[config.mk]
export PLATFORM = sky130hd
export DESIGN_NAME = conv_window_buffer
export DESIGN_NICKNAME = d
export VERILOG_FILES = /design/src/rtl/conv_window_buffer.sv
export SDC_FILE = /design/constraint.sdc
export NUM_CORES = 1
export LEC_CHECK = 0
export CORE_UTILIZATION = 45
export CTS_CLUSTER_SIZE = 30
export DETAILED_ROUTE_END_ITERATION = 8
export GPL_ROUTABILITY_DRIVEN = 0
export GPL_TIMING_DRIVEN = 0
export PLACE_DENSITY = 0.71
export SKIP_LAST_GASP = 1
export SYNTH_ARGS = -nofsm -noshare
export SYNTH_HDL_FRONTEND = slang
export SYNTH_SLANG_ARGS = --single-unit
export TNS_END_PERCENT = 5
[constraint.sdc]
create_clock -name clk -period 7.6 [get_ports clk]
set_input_delay 0.76 -clock clk [delete_from_list [all_inputs] [get_ports clk]]
set_output_delay 0.76 -clock clk [all_outputs]
set_load 0.005 [all_outputs]
[src/rtl/conv_window_buffer.sv]
// conv_window_buffer: raster pixel stream to 3x3 sliding window via two line buffers.
// Optional window-center coordinates on win_row/win_col under CONV_WINDOW_BUFFER_ROWCOL_EN.
module conv_window_buffer #(
  parameter int DATA_W = 8,
  parameter int IMG_W = 8,
  parameter int IMG_H = 8,
  localparam int CW = $clog2(IMG_W),
  localparam int RW = $clog2(IMG_H)
) (
  input  logic                clk,
  input  logic                rst_n,
  input  logic                start,
  input  logic                pushpixel,
  input  logic                pix_valid,
  input  logic [DATA_W-1:0]   pix_data,
  output logic                pix_ready,
  output logic [9*DATA_W-1:0] win_out,
  output logic                win_valid,
  output logic                fin
`ifdef CONV_WINDOW_BUFFER_ROWCOL_EN
  ,
  output logic [RW-1:0]       win_row,
  output logic [CW-1:0]       win_col
`endif
);
  typedef enum logic [1:0] {IDLE, RUN, DONE} state_t;
  state_t state;
  logic [RW-1:0] row;
  logic [CW-1:0] col;
  logic [DATA_W-1:0] w [9];
  logic [DATA_W-1:0] lb0 [IMG_W];
  logic [DATA_W-1:0] lb1 [IMG_W];
  logic accept, last_col, last_row, full;
  assign pix_ready = (state == RUN) && pushpixel;
  assign accept = pix_valid && pix_ready;
  assign last_col = col == CW'(IMG_W - 1);
  assign last_row = row == RW'(IMG_H - 1);
  assign full = row >= RW'(2) && col >= CW'(2);
  assign fin = state == DONE;
  always_ff @(posedge clk or negedge rst_n)
    if (!rst_n) begin
      state <= IDLE;
      row <= '0;
      col <= '0;
      win_valid <= 1'b0;
      for (int k = 0; k < 9; k++) w[k] <= '0;
    end else begin
      win_valid <= 1'b0;
      case (state)
        IDLE: if (start) begin
          state <= RUN;
          row <= '0;
          col <= '0;
        end
        RUN: if (accept) begin
          col <= last_col ? '0 : col + 1'b1;
          row <= last_col ? row + 1'b1 : row;
          for (int r = 0; r < 3; r++) begin
            w[3*r] <= w[3*r+1];
            w[3*r+1] <= w[3*r+2];
          end
          w[2] <= lb1[col];
          w[5] <= lb0[col];
          w[8] <= pix_data;
          win_valid <= full;
          if (last_col && last_row) state <= DONE;
        end
        default: state <= IDLE;
      endcase
    end
  // Line buffers carry no reset: stale contents are never flagged valid.
  always_ff @(posedge clk)
    if (accept) begin
      lb1[col] <= lb0[col];
      lb0[col] <= pix_data;
    end
  genvar g;
  for (g = 0; g < 9; g++) begin : g_out
    assign win_out[DATA_W*g +: DATA_W] = w[g];
  end
`ifdef CONV_WINDOW_BUFFER_ROWCOL_EN
  always_ff @(posedge clk or negedge rst_n)
    if (!rst_n) begin
      win_row <= '0;
      win_col <= '0;
    end else if (state == RUN && accept && full) begin
      win_row <= row - 1'b1;
      win_col <= col - 1'b1;
    end
`endif
endmodule

==> results of run 1 <==
[cells by family (layout without fill, tap and decap cells)]
kind of cell	after synthesis	in the layout	synth area share, %
compound gates	78	78	7.07
fa+ha+maj	6	6	0.917
buf+inv	45	179	2.87
flops	209	209	71.7
mux	41	41	5.22
simple gates	239	239	12.2
[routing by layer]
| metal | wire [um] | part of all wire [%] | vias to the layer above | GRT usage [%] |
|---|---|---|---|---|
| li1 | - | - | 2460 | - |
| met5 | 0 | 0 | - | 0 |
| met4 | 495 | 2.5 | 0 | 6.35 |
| met1 | 8280 | 42 | 2725 | 29.5 |
| met2 | 9640 | 49 | 201 | 35.4 |
| met3 | 1150 | 5.9 | 42 | 3.11 |
[registers in the layout, indices dropped and copies added (netlist names)]
| name | count |
|---|---|
| col | 3 |
| lb0 | 64 |
| lb1 | 64 |
| row | 3 |
| state | 2 |
| win_out | 72 |
| win_valid | 1 |
[layout make-up]
| cell class | count | area [um2] | share of cell area, % |
|---|---|---|---|
| Clock buffer | 34 | 702 | 6.88 |
| Multi-Input combinational cell | 364 | 2100 | 20.6 |
| Tap cell | 225 | 282 | 2.76 |
| Clock inverter | 6 | 53.8 | 0.528 |
| Buffer | 35 | 198 | 1.94 |
| Sequential cell | 209 | 5870 | 57.6 |
| Inverter | 10 | 37.5 | 0.368 |
| Timing Repair Buffer | 94 | 948 | 9.30 |
[per-stage QoR]
stage / hold slack (ns) / util (%) / instance area, um2
detailed placement: 0.464 / 53.8 / 9440
global placement: 0.461 / 53.3 / 9340
CTS: 0.0764 / 58.1 / 10200
finish: 0.0861 / 58.1 / 10200
floorplan: 0.464 / - / 8190
global route: 0.0761 / 58.1 / 10200
[worst paths after layout]
check,to,slack (ns)
max in group asynchronous,win_out[67]$_DFFE_PN0P_,6.91
min in group clk,win_out[6]$_DFFE_PN0P_,0.48
setup / recovery,lb0[0][7]$_DFFE_PP_,4.89
hold reg to reg,win_out[6]$_DFFE_PN0P_,0.48
hold / removal,state[0]$_DFFE_PN0P_,0.09
setup reg to reg,lb0[4][1]$_DFFE_PP_,4.95
[synth_stat cells, drive strengths merged, types with 3 or more instances]
cell,n
o22ai,3
nor2b,3
edfxtp,128
and3,5
o2bb2ai,3
o211ai,4
dfrtp,81
buf,28
nor3b,3
a31oi,9
o32a,3
inv,10
nand2b,5
nand2,178
o21ai,12
mux2i,33
and2,4
ha,6
a221oi,7
mux2,8
a21oi,6
nand3,6
a22oi,6
o221ai,6
a22o,5
nor3,7
nor2,21
clkbuf,7
a32oi,3
a32o,3
a41oi,3
[power groups by stage]
| stage | Combinational [mW] | Sequential (mW) | Clock [mW] |
|---|---|---|---|
| after floorplan | 0.593 | 1.64 | 0 |
| after global placement | 1.11 | 1.66 | 0 |
| after detailed placement | 1.15 | 1.66 | 0 |
| after CTS | 1.16 | 1.65 | 1.10 |
| after global routing | 1.25 | 1.67 | 1.15 |
| final | 1.15 | 1.65 | 1.09 |
==> flow_summary_export.csv, run 1 <==
group,metric,value,unit
worst_setup_path,critPathBufInv,3,
power,clock_power_share,28.0,%
worst_setup_path,path_cells,"clkdlybuf4s50_1 > nand4b_2 > clkbuf_1 > nor4_2 > buf_4",
routing,vias_per_cell,5.56,
global_route,grt_pass1_vias,5342,
routing,ant_nets,0,
timing,maxSlewHeadroom,33.4,%
synthesis,yosysSeqAreaShare,71.7,%
die,rows,48,
synthesis,synth_area,8190,um2
global_route,grt_max_degree,76,
global_route,grt_use_total,21.4,%
worst_setup_path,cp-start-kind,"input port",
finish,area_delta_synth_final,24.5,%
finish,drive_above_1_share,11.3,%
cts,cts_resized,0,
power,p_int,2.69,mW
power,power,3.89,mW
timing,max_freq,369,MHz
cts,cts_tree,"done",
power,power_switching,1.20,mW
routing,dr.pass1.iters,4,
placement,place_hpwl,13.2,mm
worst_setup_path,crit_slowest_cell,"nor4_2",
synthesis,synth.net_count,637,
power,p_sw_share,30.8,%
timing,rsz0062_at_grt,"false",
timing,fin_setup_tns,0,ns
cts,htreeDepth,1,
cts,numCtsBuffers,22,
timing,fin_ws,4.89,ns
routing,wl_per_cell,20.0,um
worst_setup_path,crit_path_max_fanout,10,
worst_setup_path,reg2reg_from,"col[2]$_DFFE_PN0P_",
timing,fin_crit_sh,35.6,%
routing,num_vias,5428,
synthesis,synthDistinctLibCells,48,
finish,fillers,1347,
synthesis,synth_top_area_cell,"edfxtp_1",
die,fp.dieH,137,um
timing,worst_slew_pin_slew,1.00,ns
synthesis,ys.flop_type,"edfxtp_1",
power,power_density,382,nW/um2
synthesis,postSynthAreaPerCell,13.3,um2
die,fp.dieW,137,um
worst_setup_path,crit_path_start,"pushpixel",
worst_setup_path,crit_type,"in -> reg",
die,die_area,18700,um2
power,leakagePower,4.17,nW
cts,postCtsHoldBufs,0,
flow_run,maxCapViolCount,0,
worst_setup_path,worstPathRequired,7.80,ns
timing,period_needed,2.71,ns
power,irDropWorstVdd,0.174,mV
finish,layout_commonest_cell,"nand2_1",
timing,finalMaxSlewViolations,0,
routing,drc,0,
worst_setup_path,crit_path_max_incr_delay,0.71,ns
placement,pre_cts_slack,4.42,ns
power,seq_power_share,42.3,%
min_path,hold_path.class,"in -> async",
worst_setup_path,reg2regPathDepth,4,
finish,diodes,0,
routing,routed_wl,19.6,mm
die,core_area,17500,um2
placement,dpl.cell_count,937,
routing,first_iter_violations,490,
status,status,"finished, final reports clean",
global_route,grt_overflow,0,
worst_setup_path,cp.arrival,2.91,ns
finish,nNetsFinal,755,
cts,post_cts_buffers,0,
timing,finClkSkew,0.00531,ns
synthesis,postSynthCellCount,618,
power,p_comb_share,29.7,%
worst_setup_path,critical_path.top_delay_family,"buffers and inverters",
die,ios,88,
die,start_util,46.7,%
synthesis,synth_edf_count,128,
finish,layout_common_cells,"nand2_1, edfxtp_1, clkdlybuf4s50_1",
cts,cts_sinks,209,
timing,finalSetupViolCount,0,
worst_setup_path,crit_cells,5,
synthesis,synth-async-reset-ratio,38.8,%
synthesis,synth_seq_cells,209,
cts,clkTransAtPathRegs,0.06,ns
global_route,antenna_found_initial,0,
cts,clk_latency,0.50,ns
cts,clockBufferDepth,3,
synthesis,synth_warnings,0,
synthesis,synth_area_leaders,"edfxtp_1, dfrtp_1, nand2_1, mux2i_1, buf_2",
worst_setup_path,worstSetupEndpointType,"flip-flop",
placement,port-buffer-count,87,
timing,hold_viol,0,
global_route,grt_pass1_wl,30.0,mm
synthesis,netlist.area_leader.share,46.9,%
cts,ctsRootBufferMaster,"clkbuf_16",
finish,final_cell_count_no_fill,977,
Note: power is estimated with default switching activity, not from simulation.
==> inputs of run 2 (changes only) <==
--- a/config.mk
+++ b/config.mk
@@ -10,7 +10,7 @@
 export DETAILED_ROUTE_END_ITERATION = 8
 export GPL_ROUTABILITY_DRIVEN = 0
 export GPL_TIMING_DRIVEN = 0
-export PLACE_DENSITY = 0.71
+export PLACE_DENSITY = 0.73
 export SKIP_LAST_GASP = 1
 export SYNTH_ARGS = -nofsm -noshare
 export SYNTH_HDL_FRONTEND = slang
==> constraint.sdc (replaced) <==
create_clock -name clk -period 2.3 [get_ports clk]
set_input_delay 0.23 -clock clk [delete_from_list [all_inputs] [get_ports clk]]
set_output_delay 0.23 -clock clk [all_outputs]
set_load 0.005 [all_outputs]
==> run 2 against run 1 <==
  * The flow now finishes with violations (negative setup slack)
  * Power increased to 3.3 times the previous value
  * First-iteration DRC count decreased by 15%
  * Worst hold slack improved by 0.047 ns
  * Core utilization decreased by 0.15 points
  * Combinational power increased to 3.4 times the previous value
  * Register-to-register slack got worse by 5.0 ns
  * Largest cell class unchanged
  * Highest routed layer unchanged
==> flow_summary_export.csv, run 2 (synthesis gave the netlist of run 1 again) <==
group,metric,value,unit
global_route,antenna_found_initial,0,
global_route,grt_pass1_vias,5586,
timing,max_freq,424,MHz
routing,vias_per_cell,5.59,
timing,finalMaxSlewViolations,0,
cts,numCtsBuffers,22,
routing,num_vias,5448,
timing,maxSlewHeadroom,35.2,%
worst_setup_path,ff2ff_setup_slack,-0.06,ns
worst_setup_path,crit_path_max_fanout,16,
global_route,met3_usage,3.63,%
routing,routed_wl,20.1,mm
finish,diodes,0,
min_path,hold_path.class,"in -> async",
worst_setup_path,cp-start-kind,"flip-flop",
status,status,"finished, violations left",
flow_run,maxCapViolCount,0,
placement,place_hpwl,13.2,mm
worst_setup_path,crit_type,"reg -> reg",
cts,cts_tree,"done",
global_route,grt_busiest_layer,"met2",
timing,fin_crit_sh,103,%
worst_setup_path,worstPathRequired,2.41,ns
cts,cts_sinks,209,
timing,fin_ws,-0.0596,ns
worst_setup_path,cp.arrival,2.47,ns
cts,clk_latency,0.50,ns
routing,drc,0,
cts,clkTransAtPathRegs,0.06,ns
timing,hold_slack,0.133,ns
global_route,grt_use_total,22.2,%
global_route,grt_pass1_wl,30.8,mm
finish,area_delta_synth_final,24.2,%
worst_setup_path,worstSetupEndpointType,"flip-flop",
cts,htreeDepth,1,
timing,rsz0062_at_grt,"true",
worst_setup_path,reg2reg_from,"state[1]$_DFFE_PN0P_",
timing,worst_slew_pin_slew,0.968,ns
routing,wl_per_cell,20.6,um
timing,finalSetupViolCount,48,
finish,layout_common_cells,"nand2_1, edfxtp_1, clkdlybuf4s50_1",
die,fp.dieW,137,um
global_route,grt_use_met1,29.8,%
global_route,grt_max_degree,72,
timing,period_needed,2.36,ns
finish,largest_reg_flops,72,
timing,fin_setup_tns,-2.04,ns
routing,first_iter_violations,417,
global_route,grt_overflow,0,
die,ios,88,
global_route,met2_usage,37.1,%
power,power,12.8,mW
cts,clockBufferDepth,3,
die,start_util,46.7,%
finish,layout_commonest_cell,"nand2_1",
die,fp.dieH,137,um
placement,port-buffer-count,87,
power,power_density,1250,nW/um2
cts,ctsRootBufferMaster,"clkbuf_16",
routing,ant_nets,0,
worst_setup_path,reg2regPathDepth,3,
die,die_area,18700,um2
status,violations,"negative setup slack",
timing,hold_viol,0,
routing,dr.pass1.iters,5,
timing,finClkSkew,0.0127,ns
finish,final_core_utilization,58.0,%
die,rows,48,
worst_setup_path,r2r_end,"lb0[3][7]$_DFFE_PP_",
die,core_area,17500,um2
power,irDropWorstVdd,0.612,mV
power,leakagePower,4.14,nW
finish,drive_above_1_share,10.8,%
finish,nNetsFinal,753,
-- run 2: changes by cell type in the layout (fill, tap and decap cells not counted), moves of 2 or more --
cell | previous run | this run
nor4_4 | 0 | 2
clkinv_1 | 1 | 3
clkbuf_8 | 6 | 0
and2_2 | 0 | 2
and3_2 | 0 | 2
nor4_2 | 2 | 0
and2_1 | 3 | 1
and3_1 | 5 | 3
clkbuf_1 | 10 | 13
buf_4 | 10 | 7
-- run 2: report_power, final --
part	switching, mW	leakage (nW)	total (mW)	internal, mW
Sequential	0.455	2.14	5.45	4.99
Clock	1.37	0.341	3.43	2.06
Combinational	2.18	1.65	3.88	1.70
Total	4.01	4.14	12.8	8.75
-- run 2: how the worst max path moves through the flow --
stage	startpoint	endpoint	slack (ns)	cells past startpoint
after floorplan	col[1]$_DFFE_PN0P_	lb0[0][0]$_DFFE_PP_	-0.05	4
after global placement	rst_n	win_out[67]$_DFFE_PN0P_	-1.75	1
after detailed placement	col[2]$_DFFE_PN0P_	lb0[6][5]$_DFFE_PP_	-0.47	4
after CTS	col[1]$_DFFE_PN0P_	lb0[0][0]$_DFFE_PP_	-0.17	5
after global routing	state[0]$_DFFE_PN0P_	lb0[3][7]$_DFFE_PP_	-0.25	4
final	state[1]$_DFFE_PN0P_	lb0[3][7]$_DFFE_PP_	-0.06	3
-- run 2: per-layer routing --
metal  up-vias  routed length, um
li1       2453                  -
met1      2731               8300
met2       232               9920
met3        32               1360
met4         0                469
met5         -                  0
-- run 2: metrics by stage --
step	cells	instance area [um2]	setup slack, ns
after global routing	975	10200	-0.247
after floorplan	618	8210	-0.0529
after detailed placement	934	9450	-0.469
final	975	10200	-0.0596
after global placement	930	9360	-1.75
after CTS	974	10200	-0.171
-- run 2: area by class of cell --
class	count	area (um2)
fillers	1386	7370
flip-flops and latches	209	5870
multi-input cells	364	2130
repair buffers	93	951
clock buffers	30	602
well taps	225	282
plain buffers	34	194
clock inverters	10	100
inverters	10	37.5
-- run 2: repair_timing --
item | 4_1_cts | 5_1_grt
endpoints found under the hold margin | 81 | 0
setup buffers | 0 | 1
pin swaps | 0 | 1
hold buffers | 1 | 0
setup endpoints to repair | 96 | 125
resized for setup | 4 | 0
-- run 2: critical path, cell delays in order (launching register included) --
cell and delay [ns]:
dfrtp_1 0.46, nand4b_2 0.36, clkbuf_1 0.34, nor3_4 0.81
